### src/rtl/code_lock_pkg.sv
// rtl/code_lock_pkg.sv - state encoding and state_leds constants for the code lock
package code_lock_pkg;

    typedef enum logic [2:0] {
        ST_IDLE     = 3'b000,
        ST_ENTRY    = 3'b001,
        ST_CHECK    = 3'b010,
        ST_UNLOCKED = 3'b011,
        ST_ERROR    = 3'b100,
        ST_LOCKOUT  = 3'b101,
        ST_PROGRAM  = 3'b110
    } state_t;

    localparam logic [2:0] LEDS_IDLE     = 3'b000;
    localparam logic [2:0] LEDS_ENTRY    = 3'b001;
    localparam logic [2:0] LEDS_CHECK    = 3'b010;
    localparam logic [2:0] LEDS_UNLOCKED = 3'b011;
    localparam logic [2:0] LEDS_ERROR    = 3'b100;
    localparam logic [2:0] LEDS_LOCKOUT  = 3'b101;
    localparam logic [2:0] LEDS_PROGRAM  = 3'b110;

    // Map a state onto its front-panel code; unused encodings show as idle.
    function automatic logic [2:0] state_to_leds(state_t s);
        logic [2:0] leds;
        case (s)
            ST_IDLE:     leds = LEDS_IDLE;
            ST_ENTRY:    leds = LEDS_ENTRY;
            ST_CHECK:    leds = LEDS_CHECK;
            ST_UNLOCKED: leds = LEDS_UNLOCKED;
            ST_ERROR:    leds = LEDS_ERROR;
            ST_LOCKOUT:  leds = LEDS_LOCKOUT;
            ST_PROGRAM:  leds = LEDS_PROGRAM;
            default:     leds = LEDS_IDLE;
        endcase
        return leds;
    endfunction

endpackage

### src/rtl/code_lock_param_btn_rise.sv
// rtl/code_lock_param_btn_rise.sv - registered rising-edge detector for one button
module btn_rise (
    input  logic clk,
    input  logic reset,
    input  logic btn_i,
    output logic rise_o
);

    logic prev_q;

    // Remember last cycle's button level so a held button fires only once.
    always_ff @(posedge clk) begin
        if (reset) begin
            prev_q <= 1'b0;
        end else begin
            prev_q <= btn_i;
        end
    end

    assign rise_o = btn_i & ~prev_q;

endmodule

### src/rtl/code_lock_param.sv
// rtl/code_lock_param.sv - parametrised digit code lock with lockout, timeout, relock and reprogramming
module code_lock_param
    import code_lock_pkg::*;
#(
    parameter int DIGIT_W        = 4,
    parameter int CODE_LEN       = 4,
    parameter logic [DIGIT_W*CODE_LEN-1:0] DEFAULT_CODE = 16'h1234,
    parameter int MAX_TRIES      = 3,
    parameter int ERR_CYCLES     = 8,
    parameter int LOCKOUT_CYCLES = 64,
    parameter int ENTRY_TIMEOUT  = 32,
    parameter int RELOCK_CYCLES  = 0
) (
    input  logic                           clk,
    input  logic                           reset,
    input  logic [DIGIT_W-1:0]             in_digit,
    input  logic                           enter_btn,
    input  logic                           lock_btn,
    input  logic                           prog_btn,
    output logic                           locked_led,
    output logic                           unlocked_led,
    output logic                           error_led,
    output logic                           lockout_led,
    output logic [2:0]                     state_leds,
    output logic [$clog2(MAX_TRIES+1)-1:0] tries_left
);

    localparam int CW  = DIGIT_W * CODE_LEN;
    localparam int IW  = (CODE_LEN > 1) ? $clog2(CODE_LEN) : 1;
    localparam int TW  = $clog2(MAX_TRIES + 1);
    localparam int EW  = $clog2(ERR_CYCLES + 1);
    localparam int LW  = $clog2(LOCKOUT_CYCLES + 1);
    localparam int NW  = $clog2(ENTRY_TIMEOUT + 1);
    localparam int RW  = (RELOCK_CYCLES > 0) ? $clog2(RELOCK_CYCLES + 1) : 1;

    localparam logic [IW-1:0] IDX_LAST  = IW'(CODE_LEN - 1);
    localparam logic [TW-1:0] TRIES_MAX = TW'(MAX_TRIES);
    localparam logic [EW-1:0] ERR_LAST  = EW'(ERR_CYCLES - 1);
    localparam logic [EW-1:0] ERR_SAT   = EW'(ERR_CYCLES);
    localparam logic [LW-1:0] LCK_LAST  = LW'(LOCKOUT_CYCLES - 1);
    localparam logic [LW-1:0] LCK_SAT   = LW'(LOCKOUT_CYCLES);
    localparam logic [NW-1:0] ENT_LAST  = NW'(ENTRY_TIMEOUT - 1);
    localparam logic [NW-1:0] ENT_SAT   = NW'(ENTRY_TIMEOUT);
    localparam logic [RW-1:0] REL_LAST  = (RELOCK_CYCLES > 0) ? RW'(RELOCK_CYCLES - 1) : '0;
    localparam logic [RW-1:0] REL_SAT   = (RELOCK_CYCLES > 0) ? RW'(RELOCK_CYCLES) : '0;

    logic enter_rise;
    logic lock_rise;
    logic prog_rise;

    btn_rise u_enter_rise (.clk(clk), .reset(reset), .btn_i(enter_btn), .rise_o(enter_rise));
    btn_rise u_lock_rise  (.clk(clk), .reset(reset), .btn_i(lock_btn),  .rise_o(lock_rise));
    btn_rise u_prog_rise  (.clk(clk), .reset(reset), .btn_i(prog_btn),  .rise_o(prog_rise));

    state_t        state_q, state_d;
    logic [CW-1:0] code_q,  code_d;
    logic [CW-1:0] buf_q,   buf_d;
    logic [IW-1:0] idx_q,   idx_d;
    logic [TW-1:0] fail_q,  fail_d;
    logic [EW-1:0] err_tmr_q,    err_tmr_d;
    logic [LW-1:0] lck_tmr_q,    lck_tmr_d;
    logic [NW-1:0] ent_tmr_q,    ent_tmr_d;
    logic [RW-1:0] rel_tmr_q,    rel_tmr_d;

    logic          locked_led_q;
    logic          unlocked_led_q;
    logic          error_led_q;
    logic          lockout_led_q;
    logic [2:0]    state_leds_q;
    logic [TW-1:0] tries_left_q;

    logic [CW-1:0] buf_ins;
    logic [TW-1:0] fail_inc;

    // The entry buffer doubles as the shadow buffer while programming; MSB digit is index 0.
    always_comb begin
        buf_ins = buf_q;
        for (int i = 0; i < CODE_LEN; i++) begin
            if (idx_q == IW'(i)) begin
                buf_ins[(CODE_LEN-1-i)*DIGIT_W +: DIGIT_W] = in_digit;
            end
        end
    end

    assign fail_inc = fail_q + TW'(1);

    // Next-state logic; each timer clears whenever its state is not active.
    always_comb begin
        state_d   = state_q;
        code_d    = code_q;
        buf_d     = buf_q;
        idx_d     = idx_q;
        fail_d    = fail_q;
        err_tmr_d = '0;
        lck_tmr_d = '0;
        ent_tmr_d = '0;
        rel_tmr_d = '0;

        case (state_q)
            ST_IDLE: begin
                idx_d = '0;
                if (enter_rise) begin
                    buf_d = buf_ins;
                    if (CODE_LEN == 1) begin
                        state_d = ST_CHECK;
                    end else begin
                        state_d = ST_ENTRY;
                        idx_d   = IW'(1);
                    end
                end
            end

            ST_ENTRY: begin
                if (enter_rise) begin
                    buf_d = buf_ins;
                    if (idx_q == IDX_LAST) begin
                        state_d = ST_CHECK;
                        idx_d   = '0;
                    end else begin
                        idx_d = idx_q + IW'(1);
                    end
                end else if (ent_tmr_q == ENT_LAST) begin
                    // Abandoned entry: discard the partial code without counting a failure.
                    state_d = ST_IDLE;
                    idx_d   = '0;
                end else begin
                    ent_tmr_d = (ent_tmr_q == ENT_SAT) ? ent_tmr_q : ent_tmr_q + NW'(1);
                end
            end

            ST_CHECK: begin
                idx_d = '0;
                if (buf_q == code_q) begin
                    state_d = ST_UNLOCKED;
                    fail_d  = '0;
                end else begin
                    fail_d  = fail_inc;
                    state_d = (fail_inc == TRIES_MAX) ? ST_LOCKOUT : ST_ERROR;
                end
            end

            ST_ERROR: begin
                if (err_tmr_q == ERR_LAST) begin
                    state_d = ST_IDLE;
                end else begin
                    err_tmr_d = (err_tmr_q == ERR_SAT) ? err_tmr_q : err_tmr_q + EW'(1);
                end
            end

            ST_LOCKOUT: begin
                if (lck_tmr_q == LCK_LAST) begin
                    state_d = ST_IDLE;
                    fail_d  = '0;
                end else begin
                    lck_tmr_d = (lck_tmr_q == LCK_SAT) ? lck_tmr_q : lck_tmr_q + LW'(1);
                end
            end

            ST_UNLOCKED: begin
                idx_d = '0;
                if (lock_rise) begin
                    state_d = ST_IDLE;
                end else if (prog_rise) begin
                    state_d = ST_PROGRAM;
                end else if (RELOCK_CYCLES > 0) begin
                    if (enter_rise) begin
                        rel_tmr_d = '0;
                    end else if (rel_tmr_q == REL_LAST) begin
                        state_d = ST_IDLE;
                    end else begin
                        rel_tmr_d = (rel_tmr_q == REL_SAT) ? rel_tmr_q : rel_tmr_q + RW'(1);
                    end
                end
            end

            ST_PROGRAM: begin
                if (lock_rise) begin
                    // Abort leaves the stored code untouched.
                    state_d = ST_IDLE;
                    idx_d   = '0;
                end else if (enter_rise) begin
                    buf_d = buf_ins;
                    if (idx_q == IDX_LAST) begin
                        code_d  = buf_ins;
                        state_d = ST_UNLOCKED;
                        idx_d   = '0;
                    end else begin
                        idx_d = idx_q + IW'(1);
                    end
                end
            end

            default: begin
                state_d = ST_IDLE;
                idx_d   = '0;
            end
        endcase
    end

    // State, datapath and Moore output registers; outputs decode the next state so they track state_q.
    always_ff @(posedge clk) begin
        if (reset) begin
            state_q        <= ST_IDLE;
            code_q         <= DEFAULT_CODE;
            buf_q          <= '0;
            idx_q          <= '0;
            fail_q         <= '0;
            err_tmr_q      <= '0;
            lck_tmr_q      <= '0;
            ent_tmr_q      <= '0;
            rel_tmr_q      <= '0;
            locked_led_q   <= 1'b1;
            unlocked_led_q <= 1'b0;
            error_led_q    <= 1'b0;
            lockout_led_q  <= 1'b0;
            state_leds_q   <= LEDS_IDLE;
            tries_left_q   <= TRIES_MAX;
        end else begin
            state_q        <= state_d;
            code_q         <= code_d;
            buf_q          <= buf_d;
            idx_q          <= idx_d;
            fail_q         <= fail_d;
            err_tmr_q      <= err_tmr_d;
            lck_tmr_q      <= lck_tmr_d;
            ent_tmr_q      <= ent_tmr_d;
            rel_tmr_q      <= rel_tmr_d;
            locked_led_q   <= !(state_d == ST_UNLOCKED || state_d == ST_PROGRAM);
            unlocked_led_q <=  (state_d == ST_UNLOCKED || state_d == ST_PROGRAM);
            error_led_q    <=  (state_d == ST_ERROR || state_d == ST_LOCKOUT);
            lockout_led_q  <=  (state_d == ST_LOCKOUT);
            state_leds_q   <= state_to_leds(state_d);
            tries_left_q   <= TRIES_MAX - fail_d;
        end
    end

    assign locked_led   = locked_led_q;
    assign unlocked_led = unlocked_led_q;
    assign error_led    = error_led_q;
    assign lockout_led  = lockout_led_q;
    assign state_leds   = state_leds_q;
    assign tries_left   = tries_left_q;

endmodule

### config.mk
export PLATFORM = sky130hd
export DESIGN_NAME = code_lock_param
export DESIGN_NICKNAME = d
export VERILOG_FILES = /design/src/rtl/code_lock_pkg.sv /design/src/rtl/code_lock_param_btn_rise.sv /design/src/rtl/code_lock_param.sv
export SDC_FILE = /design/constraint.sdc
export NUM_CORES = 1
export LEC_CHECK = 0
export CAP_MARGIN = 20
export CORE_MARGIN = 4
export CORE_UTILIZATION = 50
export DETAILED_ROUTE_END_ITERATION = 7
export PLACE_DENSITY = 0.69
export SYNTH_ARGS = -nofsm -noshare
export SYNTH_HDL_FRONTEND = slang
export SYNTH_HIERARCHICAL = 1
export SYNTH_SLANG_ARGS = --single-unit
### constraint.sdc
create_clock -name clk -period 2.2 [get_ports clk]
set_input_delay 0.44 -clock clk [delete_from_list [all_inputs] [get_ports clk]]
set_output_delay 0.44 -clock clk [all_outputs]
set_load 0.1 [all_outputs]
==> impl_results.md <==
* Status: complete, no violations
* Maxcap violations at 0
* DRT iter0 DRCs at 129
* Place WS at 0.04359 ns
* Req. time, crit path at 2.43 ns
* CP Max Fanout at 7
* Crit-path cells: xor2_1, nor4_1, nand4_1, or2_0, a221o_1
* Clock Tree Buf Depth at 2
* GPL Wtd Cong at 0.7952
* Layout cell share with drive strength beyond 1 at 11.28%
* Crit end category: register
* Wire length per cell at 13.55 µm
* Slew headroom at 70.16%
* Setup violators final at 0
* Die height at 87.93 µm
* Syn_area_per_cell at 8.728 µm²
* CTS tree: done
* Sink Count at 68
* H-tree levels at 3
* CP max-delay cell: nor4_1
* Clock transition at path regs at 0.07 ns
* Vias per cell at 5.437
* CP max stage delay at 0.40 ns
* Design area at 3602 µm²
* Drt drc at 0
* Skew-Pair Late Insertion Delay at 0.34 ns
* Slew Viols, Final at 0
* Unique masters post-synth at 48
* Setup total negative slack at 0 ns
* Post CTS Setup Buffer Count at 0
* Global Route Usage Sum at 18.40%
* Arrival time at the worst endpoint at 2.18 ns
* Final Critical Period at 1.949 ns
* DR vias at 2528
* Total power at 2.338 mW
* Skew final at 0.005987 ns
* Flops & latches, synth at 68
* Initial core utilization at 52.70%
* Met3 wire length at 218 µm
* # diodes at 0
* Post-synthesis cell count at 366
* IO buf count at 17
* Filler cell count at 573
* Cell Rows at 28
* Syn Nets at 386
* Multi-input gate area at 1703 µm²
* Final ANT Viol Nets at 0
* Synthesized area at 3194 µm²
* PostCTS Resize Cnt at 0
* Leak at 1.337 nW
* Final hold vios at 0
* Global route total overflow at 0
* Hold bufs inserted after CTS at 0
* Core area at 6061 µm²
* Layout Area Growth over Synthesis at 12.77%
* Post-synth ARST share at 0%
* Vias in the first global route at 2378
* Met2 wire len at 2741 µm
* Top Metal Used: met4
* Commonest non-fill, non-tap cells in the layout: dfxtp_1, nand2_1, nor2_1
* Nets at 405
* Worst-Margin Slew at 0.4470 ns
* Peak supply drop at 340.0 µV
* First-pass GRT wire length at 11090 µm
* Detail Placement HPWL at 4469 µm
* Number of synthesized flops with an enable pin at 0
* Commonest non-fill, non-tap cell in the layout: dfxtp_1
* Met1 Routed Length at 3230 µm
* FF+latch area at 1361 µm²
* PD cells at 649.2 nW/µm²
* Num CTS Buffers at 9
* Final wirelength at 6300 µm
* Class of the worst hold path: register to register
* Initial antenna violation count at 0
* Setup slack after layout at 0.2506 ns
* Ys flop type: dfxtp_1
* Crit share post-route at 88.61%
* Startpoint types: register
* FMAX at 513.0 MHz
* Seq/Total Area, Yosys at 42.62%
* RSZ-0062 raised after global routing: false
* CP Class: register to register
* DIE AREA at 7732 µm²
* Placed Area at 3440 µm²
* Largest net degree at the start of global routing at 33
* Drt pass-1 iters at 4
* Die W at 87.93 µm
* Root buffer cell: clkbuf_8
* I/O Pins at 18
* Ys Warns at 6
## flip-flops by register name (all words and copies together) (netlist names), 2 cells and up
register	count
code_q	16
ent_tmr_q	6
fail_q	2
buf_q	16
lck_tmr_q	7
state_leds	3
tries_left	2
idx_q	2
err_tmr_q	4
state_q	3
## path summary, 6_finish.rpt
check / to / slack, ns / depth (start not counted) / start
setup / recovery: locked_led$_SDFF_PP1_ / 0.25 / 5 / buf_q[1]$_SDFFE_PP0P_
hold / removal: buf_q[3]$_SDFFE_PP0P_ / 0.47 / 2 / buf_q[3]$_SDFFE_PP0P_
setup reg to reg: locked_led$_SDFF_PP1_ / 0.25 / 5 / buf_q[1]$_SDFFE_PP0P_
hold reg to reg: buf_q[3]$_SDFFE_PP0P_ / 0.47 / 2 / buf_q[3]$_SDFFE_PP0P_
## cells by family after synthesis
family	after synthesis	share of synthesized area, %
AO/OA/AOI/OAI	64	13.08
XOR/XNOR	28	7.677
adder cells (fa/ha/maj)	11	4.309
AND/OR/NAND/NOR	149	24.17
buffers and inverters	33	4.073
flip-flops	68	42.62
multiplexers	13	4.073
## stage by stage
stage | std cells | hold WS [ns] | util (%)
4_1_cts | 465 | 0.4694 | 59.43
3_5_place_dp | 449 | 0.4606 | 56.75
5_1_grt | 465 | 0.4948 | 59.43
3_3_place_gp | 449 | 0.4547 | 56.75
2_1_floorplan | 366 | 0.4478 | -
6_report | 465 | 0.4681 | 59.43
## area by class of cell
class / instances / share of cell area, %
multi-input cells: 265 / 47.27
flip-flops and latches: 68 / 37.79
repair buffers: 30 / 6.669
clock buffers: 14 / 4.238
well taps: 75 / 2.605
inverters: 11 / 1.146
clock inverters: 2 / 0.2779
## power by group
| part | internal [mW] | switching (mW) |
|---|---|---|
| Clock | 0.438 | 0.443 |
| Sequential | 1.25 | 0.0135 |
| Combinational | 0.0802 | 0.115 |
## routing by layer
metal / vias up / track usage [%]
li1: 1293 / -
met1: 1183 / 26.01
met2: 42 / 27.12
met3: 10 / 3.198
met4: 0 / 8.787
met5: - / 0
## worst max-delay path, delay by kind of cell (launching register included)
family | cells | cell delay, ns
AO/OA/AOI/OAI | 1 | 0.38
XOR/XNOR | 1 | 0.16
flip-flops | 1 | 0.33
AND/OR/NAND/NOR | 3 | 0.98
## cell usage after synthesis (2+ instances only)
cell       n  share of area [%]
nand2_1   41                4.8
clkbuf_2   2               0.31
a21oi_1   31                4.9
mux2i_1   13                4.1
nand4_1    3               0.59
a211oi_1   9                2.1
a211o_1    4                1.1
clkbuf_1  17                2.0
ha_1      11                4.3
nor4b_1    2               0.55
nand2b_1   5               0.98
nor3_1     3               0.47
nor2b_1    5               0.98
o21bai_1   3               0.71
nand3_1   24                3.8
buf_2      3               0.47
o21ai_0    2               0.31
nor4_1     3               0.59
inv_1     11                1.3
a32o_1     2               0.63
a21o_1     2               0.47
xnor2_1    8                2.2
o31ai_1    2               0.47
xor2_1    20                5.5
and3_1     2               0.39
nand3b_1   4               0.94
nor2b_4    6                2.6
dfxtp_1   68                 43
nor2_1    41                4.8
Power figures use the tool's default switching activity.
